File: config.mk
export PLATFORM = sky130hd
export DESIGN_NAME = rah_tx_arbiter
export DESIGN_NICKNAME = d
export VERILOG_FILES = /design/src/rtl/rah_pkg.sv /design/src/rtl/rah_app_fifo.sv /design/src/rtl/rah_tx_arbiter.sv
export SDC_FILE = /design/constraint.sdc
export NUM_CORES = 2
export LEC_CHECK = 0
export ABC_AREA = 1
export CAP_MARGIN = 20
export CORE_ASPECT_RATIO = 1.75
export CORE_UTILIZATION = 60
export CTS_CLUSTER_SIZE = 28
export DETAILED_ROUTE_END_ITERATION = 10
export PLACE_DENSITY = 0.83
export SLEW_MARGIN = 0
export SYNTH_ARGS = -nofsm -noshare
export SYNTH_HDL_FRONTEND = slang
export SYNTH_HIERARCHICAL = 1
export SYNTH_SLANG_ARGS = --single-unit
export TNS_END_PERCENT = 100
File: constraint.sdc
create_clock -name clk -period 4.39 [get_ports clk]
set_clock_uncertainty 0.1 [all_clocks]
set_input_delay 0.439 -clock clk [delete_from_list [all_inputs] [get_ports clk]]
set_output_delay 0.439 -clock clk [all_outputs]
set_load 0.01 [all_outputs]
File: src/rtl/rah_pkg.sv
// Shared definitions for the RAH transmit arbiter: arbitration modes, FSM
// state encoding and the app-ID width helper.
package rah_pkg;

   // Arbitration policy selectors for ARB_MODE
   localparam int unsigned ArbRoundRobin = 0;
   localparam int unsigned ArbFixedPrio  = 1;

   // Arbiter FSM states
   localparam logic [0:0] StIdle  = 1'b0;
   localparam logic [0:0] StGrant = 1'b1;

   // App-ID width; a single app still gets a 1-bit ID
   function automatic int unsigned app_id_width(input int unsigned num_apps);
      return (num_apps > 1) ? $clog2(num_apps) : 1;
   endfunction

endpackage

File: src/rtl/rah_app_fifo.sv
// Per-application first-word-fall-through buffer with occupancy count and a
// sticky overflow flag for writes attempted while full.
module rah_app_fifo #(
   parameter int unsigned DATA_WIDTH = 48,
   parameter int unsigned FIFO_DEPTH = 16
) (
   input  logic                          clk_i,
   input  logic                          rst_ni,
   input  logic                          wr_valid_i,
   input  logic [DATA_WIDTH-1:0]         wr_data_i,
   output logic                          wr_ready_o,
   input  logic                          rd_i,
   output logic [DATA_WIDTH-1:0]         rd_data_o,
   output logic [$clog2(FIFO_DEPTH):0]   count_o,
   output logic                          overflow_o
);

   localparam int unsigned PtrW = $clog2(FIFO_DEPTH);
   localparam int unsigned CntW = PtrW + 1;

   logic [DATA_WIDTH-1:0] mem_q [FIFO_DEPTH];
   logic [PtrW-1:0]       wr_ptr_q, rd_ptr_q;
   logic [CntW-1:0]       count_q;
   logic                  overflow_q;
   logic                  wr_en, rd_en;

   // Ready uses the pre-read count, so a same-cycle read never frees a slot
   assign wr_ready_o = (count_q != CntW'(FIFO_DEPTH));
   assign wr_en      = wr_valid_i && wr_ready_o;
   assign rd_en      = rd_i && (count_q != '0);
   assign rd_data_o  = mem_q[rd_ptr_q];
   assign count_o    = count_q;
   assign overflow_o = overflow_q;

   // Storage array, no reset needed
   always_ff @(posedge clk_i) begin
      if (wr_en) mem_q[wr_ptr_q] <= wr_data_i;
   end

   // Pointers wrap naturally since the depth is a power of two
   always_ff @(posedge clk_i or negedge rst_ni) begin
      if (!rst_ni) begin
         wr_ptr_q   <= '0;
         rd_ptr_q   <= '0;
         count_q    <= '0;
         overflow_q <= 1'b0;
      end else begin
         if (wr_en) wr_ptr_q <= wr_ptr_q + 1'b1;
         if (rd_en) rd_ptr_q <= rd_ptr_q + 1'b1;
         if (wr_en && !rd_en)      count_q <= count_q + 1'b1;
         else if (!wr_en && rd_en) count_q <= count_q - 1'b1;
         if (wr_valid_i && !wr_ready_o) overflow_q <= 1'b1;
      end
   end

endmodule

File: src/rtl/rah_tx_arbiter.sv
// Multi-application RAH transmit arbiter: per-app FWFT buffers feeding a
// burst-limited round-robin or fixed-priority grant onto one output stream.
module rah_tx_arbiter
   import rah_pkg::*;
#(
   parameter int unsigned NUM_APPS   = 2,
   parameter int unsigned DATA_WIDTH = 48,
   parameter int unsigned FIFO_DEPTH = 16,
   parameter int unsigned MAX_BURST  = 8,
   parameter int unsigned ARB_MODE   = 0
) (
   input  logic                              clk,
   input  logic                              rstn,
   input  logic [NUM_APPS-1:0]               in_valid,
   input  logic [NUM_APPS*DATA_WIDTH-1:0]    in_data,
   output logic [NUM_APPS-1:0]               in_ready,
   output logic                              out_valid,
   input  logic                              out_ready,
   output logic [DATA_WIDTH-1:0]             out_data,
   output logic [app_id_width(NUM_APPS)-1:0] out_app_id,
   output logic                              out_last,
   output logic [NUM_APPS-1:0]               overflow
);

   localparam int unsigned AppIdW = app_id_width(NUM_APPS);
   localparam int unsigned CntW   = $clog2(FIFO_DEPTH) + 1;
   localparam int unsigned BeatW  = (MAX_BURST > 1) ? $clog2(MAX_BURST) : 1;

   logic [DATA_WIDTH-1:0] head       [NUM_APPS];
   logic [CntW-1:0]       fifo_count [NUM_APPS];
   logic [NUM_APPS-1:0]   fifo_rd, nonempty, rot;
   logic [2*NUM_APPS-1:0] ne_dbl;

   logic [0:0]            state_q;
   logic [AppIdW-1:0]     grant_q, rr_ptr_q, winner, rr_next;
   logic [BeatW-1:0]      beat_cnt_q;
   logic [CntW-1:0]       gcount;
   logic                  fire;
   int                    sum;

   for (genvar i = 0; i < NUM_APPS; i++) begin : g_app
      rah_app_fifo #(
         .DATA_WIDTH (DATA_WIDTH),
         .FIFO_DEPTH (FIFO_DEPTH)
      ) u_fifo (
         .clk_i      (clk),
         .rst_ni     (rstn),
         .wr_valid_i (in_valid[i]),
         .wr_data_i  (in_data[i*DATA_WIDTH +: DATA_WIDTH]),
         .wr_ready_o (in_ready[i]),
         .rd_i       (fifo_rd[i]),
         .rd_data_o  (head[i]),
         .count_o    (fifo_count[i]),
         .overflow_o (overflow[i])
      );
      assign nonempty[i] = (fifo_count[i] != '0);
      assign fifo_rd[i]  = fire && (grant_q == AppIdW'(i));
   end

   // Rotating the request vector by rr_ptr turns the wrap search into a priority pick
   assign ne_dbl = {nonempty, nonempty};
   assign rot    = NUM_APPS'(ne_dbl >> rr_ptr_q);

   // Winner selection; descending loops so the lowest candidate is assigned last
   always_comb begin
      winner = '0;
      sum    = 0;
      if (ARB_MODE == ArbFixedPrio) begin
         for (int i = int'(NUM_APPS) - 1; i >= 0; i--) begin
            if (nonempty[i]) winner = AppIdW'(i);
         end
      end else begin
         for (int k = int'(NUM_APPS) - 1; k >= 0; k--) begin
            if (rot[k]) begin
               sum = int'(rr_ptr_q) + k;
               if (sum >= int'(NUM_APPS)) sum = sum - int'(NUM_APPS);
               winner = AppIdW'(sum);
            end
         end
      end
   end

   assign gcount     = fifo_count[grant_q];
   assign out_valid  = (state_q == StGrant) && (gcount != '0);
   assign out_data   = head[grant_q];
   assign out_app_id = grant_q;
   // Last beat of the grant: burst limit reached or the buffer holds only this beat
   assign out_last   = out_valid && ((beat_cnt_q == BeatW'(MAX_BURST - 1)) ||
                                     (gcount == CntW'(1)));
   assign fire       = out_valid && out_ready;
   assign rr_next    = (grant_q == AppIdW'(NUM_APPS - 1)) ? '0 : grant_q + 1'b1;

   // Grant FSM: one bubble cycle in IDLE, then up to MAX_BURST beats in GRANT
   always_ff @(posedge clk or negedge rstn) begin
      if (!rstn) begin
         state_q    <= StIdle;
         grant_q    <= '0;
         rr_ptr_q   <= '0;
         beat_cnt_q <= '0;
      end else begin
         case (state_q)
            StIdle: begin
               if (|nonempty) begin
                  grant_q    <= winner;
                  beat_cnt_q <= '0;
                  state_q    <= StGrant;
               end
            end
            StGrant: begin
               if (fire) begin
                  if (out_last) begin
                     state_q  <= StIdle;
                     rr_ptr_q <= rr_next;
                  end else begin
                     beat_cnt_q <= beat_cnt_q + 1'b1;
                  end
               end else if (gcount == '0) begin
                  // Drained without a last beat: give up the grant, keep rr_ptr
                  state_q <= StIdle;
               end
            end
            default: state_q <= StIdle;
         endcase
      end
   end

endmodule

# ---- After elaboration in Yosys (flattened, before gate mapping)
# Memory sizes are Yosys's and may differ from the RTL's.
# Cells that the tools add are included.
dict set report totals {
  mem_bits_rw 1536
  out_inout_bits 55
  memories 2
  regBits 34
}
# name depth word_bits rd rd_ports_with_merged_regs write_ports line
set memory_table {}
lappend memory_table {{g_app[0].u_fifo.mem_q} 16 48 1 0 1 rah_app_fifo.sv:21} ;# logic [DATA_WIDTH-1:0] mem_q [FIFO_DEPTH];
lappend memory_table {{g_app[1].u_fifo.mem_q} 16 48 1 0 1 rah_app_fifo.sv:21}
dict set report op_classes {
  addsub 13
  eq_ne 7
  n_shift 1
  bitwise 3
  n_lt_le_gt_ge 3
  mux 28
  n_reduce_logical 32
}
# cell n
set op_table {}
lappend op_table {{two-way mux 48 bit} 3}
lappend op_table {{two-way mux 5 bit} 7}
lappend op_table {{adder 4 x 1 -> 4 bit, second input constant} 4}
lappend op_table {{logical AND 1 bit} 15}
lappend op_table {{nonzero test 5 bit} 3}
lappend op_table {{two-way mux 1 bit} 13}
lappend op_table {{adder 5 x 1 -> 5 bit, second input constant} 2}
lappend op_table {{!= test 5 bit, second input constant} 2}
lappend op_table {{subtractor 5 x 1 -> 5 bit, second input constant} 2}
lappend op_table {{two-way mux 3 bit} 3}
lappend op_table {{zero test 1 bit} 6}
lappend op_table {{case mux 3 bit (2 select lines)} 1}
lappend op_table {{AND reduction 3 bit} 2}
lappend op_table {{equality test 5 x 1 -> 1 bit, second input constant} 1}
lappend op_table {{zero test 5 bit} 1}
lappend op_table {{>= comparator 2 bit, second input constant} 2}
lappend op_table {{!= test 2 bit, second input constant} 2}
lappend op_table {{nonzero test 2 bit} 2}
lappend op_table {{>> shifter 4 x 1 -> 2 bit} 1}
lappend op_table {{adder 3 x 1 -> 3 bit, second input constant} 1}
lappend op_table {{equality test 3 bit, second input constant} 1}
lappend op_table {{adder 1 x 1 -> 2 bit, second input constant} 1}
lappend op_table {{>= comparator 1 x 2 -> 1 bit, second input constant} 1}
lappend op_table {{!= test 2 x 1 -> 1 bit, second input constant} 1}
lappend op_table {{other kinds (8)} 10}

# ---- Logic depth before layout (Yosys ltp)
dict set report depth {
  depth_word 12
  depth_mapped 19
  depth_no_buf 18
}

# ---- Hierarchy
# Netlist, hierarchy kept.
# mod area_per_inst_um2 cells_per_inst instances seq_area_each_um2
set modules_own_cells {}
lappend modules_own_cells {rah_app_fifo 32825.2 3109 2 23412.5}
lappend modules_own_cells {rah_tx_arbiter 1056.0 220 1 150.1}

# ---- Worst setup path before layout
# OpenSTA, ideal clock, no wires.
dict set report synth_path {
  kind {register to register}
  start {reg g_app[0].u_fifo.count_q[0]}
  end {mem g_app[0].u_fifo.mem_q[0][0] (enable)}
  path_buffers 0
  path_stages_with_launch 7
  period_less_slack_ns 3.721
  arrival_ns 3.167
  path_slack_ns 0.669
  setup_time_ns 0.454
  cell_sequence {dfrtp_1 > inv_1 > nand4_1 > nand2_1 > inv_1 > nand2_1 > nor2_1}
}
dict set report synth_between {
  elab_chain_len 4
}
# item line
set synth_rtl {}
lappend synth_rtl {{from (decl)} rah_app_fifo.sv:23} ;# logic [CntW-1:0] count_q;
lappend synth_rtl {{from (signal assigned)} rah_app_fifo.sv:50} ;# if (wr_en && !rd_en) count_q <= count_q + 1'b1;
lappend synth_rtl {{from (signal assigned)} rah_app_fifo.sv:51} ;# else if (!wr_en && rd_en) count_q <= count_q - 1'b1;
lappend synth_rtl {{!= test 5 bit} rah_app_fifo.sv:28} ;# assign wr_ready_o = (count_q != CntW'(FIFO_DEPTH));
lappend synth_rtl {{via in_ready[0]} rah_tx_arbiter.sv:16} ;# output logic [NUM_APPS-1:0] in_ready,
lappend synth_rtl {{logical AND 1 bit} rah_app_fifo.sv:29} ;# assign wr_en = wr_valid_i && wr_ready_o;
lappend synth_rtl {{via g_app[0].u_fifo.wr_en} rah_app_fifo.sv:25} ;# logic wr_en, rd_en;
lappend synth_rtl {{two-way mux 1 bit} rah_app_fifo.sv:37} ;# if (wr_en) mem_q[wr_ptr_q] <= wr_data_i;
lappend synth_rtl {{two-way mux 1 bit (implied by the code)} rah_app_fifo.sv:37}
lappend synth_rtl {{to (decl)} rah_app_fifo.sv:21}
# The timed path passes the listed nets, and every way through them passes these cells.

==> results.py <==
metrics = {
    "outcome": {
        "status": "finished, final reports clean",
    },
    "layout": {
        "nFillCells": 7370,
        "areaGrowthSynthToFinish_pct": 11.9,
        "fin_util_pct": 67.7,
        "nets": 6649,
        "layout-drive-gt1-share_pct": 5.41,
    },
    "yosys": {
        "synthTopCellsByCount": "2648 x nand2_1, 1536 x edfxtp_1, 619 x nor2_1",
        "synth_largest_area_cell": "edfxtp_1",
        "synth_cell_types": 28,
        "seq_area_frac_synth_pct": 70.4,
        "syn_nets": 6561,
        "synth_xor_area_share_pct": 0.158,
        "synth_top_family_by_area": "simple AND/OR/NAND/NOR gates",
        "synth_top_area_share_pct": 69.1,
        "ys_seq_elements": 1570,
        "synth_compound_area_share_pct": 0.152,
        "synthSimpleGateAreaFrac_pct": 23.1,
        "avgSynthCellArea_um2": 10.4,
        "synth_most_common_cell": "nand2_1",
        "synth-async-reset-ratio_pct": 2.17,
        "synthAdderAreaFrac_pct": 0.435,
        "netlist_area_um2": 66700,
        "synthCells": 6438,
        "synthTopCellsByArea": "edfxtp_1 69%, nand2_1 15%, nand3_1 4.5%, nor2_1 3.5%, inv_1 3.5%",
        "synth-edff-count": 1536,
        "synthMuxAreaShare_pct": 0,
        "synth_flop_cell": "edfxtp_1",
        "synth_warnings": 6,
    },
    "clocking": {
        "clkLatencyLatePin_ps": 770,
        "clock-sinks": 1570,
        "htreeDepth": 4,
        "cts.path.max_buffers": 3,
        "path_clk_slew_ps": 60,
        "cts_tree": "done",
        "numCtsBuffers": 134,
        "root_buffer": "clkbuf_16",
    },
    "route": {
        "route.detailed.drc": 0,
        "drt_first_pass_iters": 8,
        "vias": 46100,
        "final_antenna_net_count": 0,
        "wl_per_cell_um": 21.2,
        "totalWireLength_um": 172000,
        "vias_per_cell": 5.69,
        "drt_iter0_drc": 5524,
    },
    "power_and_ir_drop": {
        "ir_worst_vdd_uv": 694,
        "p_leak_nw": 30.5,
        "p_clk_share_pct": 24.6,
        "combPwrFrac_pct": 36.5,
        "p_per_area_nw_per_um2": 639,
        "power.total_mw": 47.7,
        "p_int_mw": 29.6,
        "swShare_pct": 37.9,
        "switching_power_mw": 18.1,
        "power_frac_seq_pct": 38.8,
    },
    "die": {
        "ios": 156,
        "coreArea_um2": 110000,
        "fp.dieH_um": 443,
        "start_util_pct": 60.5,
        "fp.dieW_um": 254,
        "row_count": 161,
        "dieArea_um2": 113000,
    },
    "global_routing": {
        "gr-total-overflow": 0,
        "antenna_found_initial": 10,
        "grt_pass1_vias": 45400,
        "met1_usage_pct": 36.7,
        "grt_util_all_layers_pct": 30.8,
        "grt_max_degree": 236,
        "grt.busiest_layer": "met2",
        "grt_pass1_wl_um": 257000,
        "grtUsageMet3_pct": 5.24,
        "grt_use_met2_pct": 52.6,
    },
    "worst_setup_path": {
        "worstRegToRegCells": 11,
        "critPathMaxFanout": 44,
        "path_class": "flop to primary output",
        "worstPathRequired_ps": 3850,
        "critPathLaunchType": "flop",
        "crit_arrival_ps": 3740,
        "cp-end-kind": "primary output",
        "rrSetupSlack_ps": 1080,
    },
    "flow_run": {
        "maxCapViolations": 0,
    },
    "placement": {
        "dp_hpwl_um": 95000,
        "port_buffers": 155,
        "place.gp.congestion": 0.845,
    },
    "timing": {
        "hold_violations": 0,
        "drv_slew": 0,
        "relSlewSlack_pct": 23.3,
        "setup_viol": 0,
        "worst_slew_pin_slew_ps": 1150,
        "timing.setup.tns_ps": 0,
        "rsz0062_at_grt": "false",
        "post-route-period-util_pct": 97.5,
        "fmax_mhz": 234,
        "period_minus_slack_ps": 4280,
    },
    "hold_path": {
        "hold_path_depth": 3,
        "worstHoldPathType": "input port to flop",
    },
}
-- per-layer routing --
metal	wire length, um	vias up
met3	16600	605
met1	58400	21700
met5	46	-
met2	87800	2816
met4	8920	6
li1	-	21000
-- flip-flops by register name, indices dropped and copies added (netlist names) --
name and cells:
rr_ptr_q 1, g_app.u_fifo/count_o 10, state_q 1, out_app_id 1
g_app.u_fifo/rd_ptr_q 8, beat_cnt_q 3, g_app.u_fifo/mem_q 1536, g_app.u_fifo/overflow_o 2
g_app.u_fifo/wr_ptr_q 8
-- area by class of cell --
type | instances | area [um2] | area share [%]
antenna | 10 | 25.0 | 0.0335
clock buffer | 168 | 3630 | 4.86
clock inverter | 72 | 683 | 0.915
inverter | 626 | 2380 | 3.19
multi-input combinational | 3935 | 16100 | 21.6
sequential | 1570 | 47000 | 63.0
tap | 1467 | 1840 | 2.46
timing repair buffer | 259 | 2950 | 3.95
-- logic make-up (layout without fill, tap and decap cells) --
| group | Yosys count | after routing |
|---|---|---|
| buffers and inverters | 933 | 1125 |
| flip-flops | 1570 | 1570 |
| AND/OR/NAND/NOR | 3885 | 3885 |
| XOR/XNOR | 12 | 12 |
| AO/OA/AOI/OAI | 16 | 16 |
| adder cells (fa/ha/maj) | 22 | 22 |
| other | 0 | 10 |
-- power groups by stage --
stage / Combinational (mW) / Clock, mW / Sequential, mW
2_1_floorplan: 10.8 / 0 / 18.6
3_3_place_gp: 16.4 / 0 / 18.8
3_5_place_dp: 16.9 / 0 / 18.8
4_1_cts: 17.1 / 11.8 / 18.5
5_1_grt: 18.9 / 12.4 / 18.6
6_report: 17.4 / 11.8 / 18.5
-- through the flow --
stage,hold WS [ps],worst slack [ps],instance area (um2),std cells
finish,189,108,74600,8107
CTS,157,2.30,74600,8094
detailed placement,371,851,70200,7853
global route,200,6.91,74600,8103
global placement,359,879,70200,7853
floorplan,43.4,669,66700,6438
-- critical path: stages (launching register included) --
cell and delay, ps:
dfrtp_4 630, nand2_1 170, clkinv_2 400, buf_6 410, nand2_1 120, nor2_1 50, nor2_1 120, nand2_1 80
nand2_1 130, nand2_1 140, nand2_1 170, clkdlybuf4s50_1 550
-- timing repair --
action	in CTS	in global routing
hold buffers	1	1
resized for setup	0	3
setup endpoints to repair	0	7
setup buffers	0	1
endpoints found under the hold margin	34	4
-- placed cells by master, fill, tap and decap left out, drive strengths merged --
master	instances
ha	20
nor2	622
edfxtp	1536
nand4	6
bufinv	10
inv	631
clkdlybuf4s50	154
clkinv	53
diode	10
dfrtp	34
a21oi	1
xor2	6
o22ai	1
nor3	1
o21ai	12
nand2	2654
o21bai	2
clkinvlp	4
dlygate4sd3	2
buf	103
fa	2
nand3	602
clkbuf	168
xnor2	6
-- path summary, 6_finish.rpt --
kind                                        startpoint                     endpoint
max in group asynchronous                         rstn                   out_app_id
max                        g_app[1].u_fifo/rd_ptr_q[1]                 out_data[45]
max reg2reg                                 out_app_id   g_app[1].u_fifo/count_o[3]
min in group asynchronous                         rstn  g_app[0].u_fifo/wr_ptr_q[2]
min reg2reg                              beat_cnt_q[1]                beat_cnt_q[1]
min                                        in_valid[0]   g_app[0].u_fifo/overflow_o
Note: power is estimated with default switching activity, not from simulation.
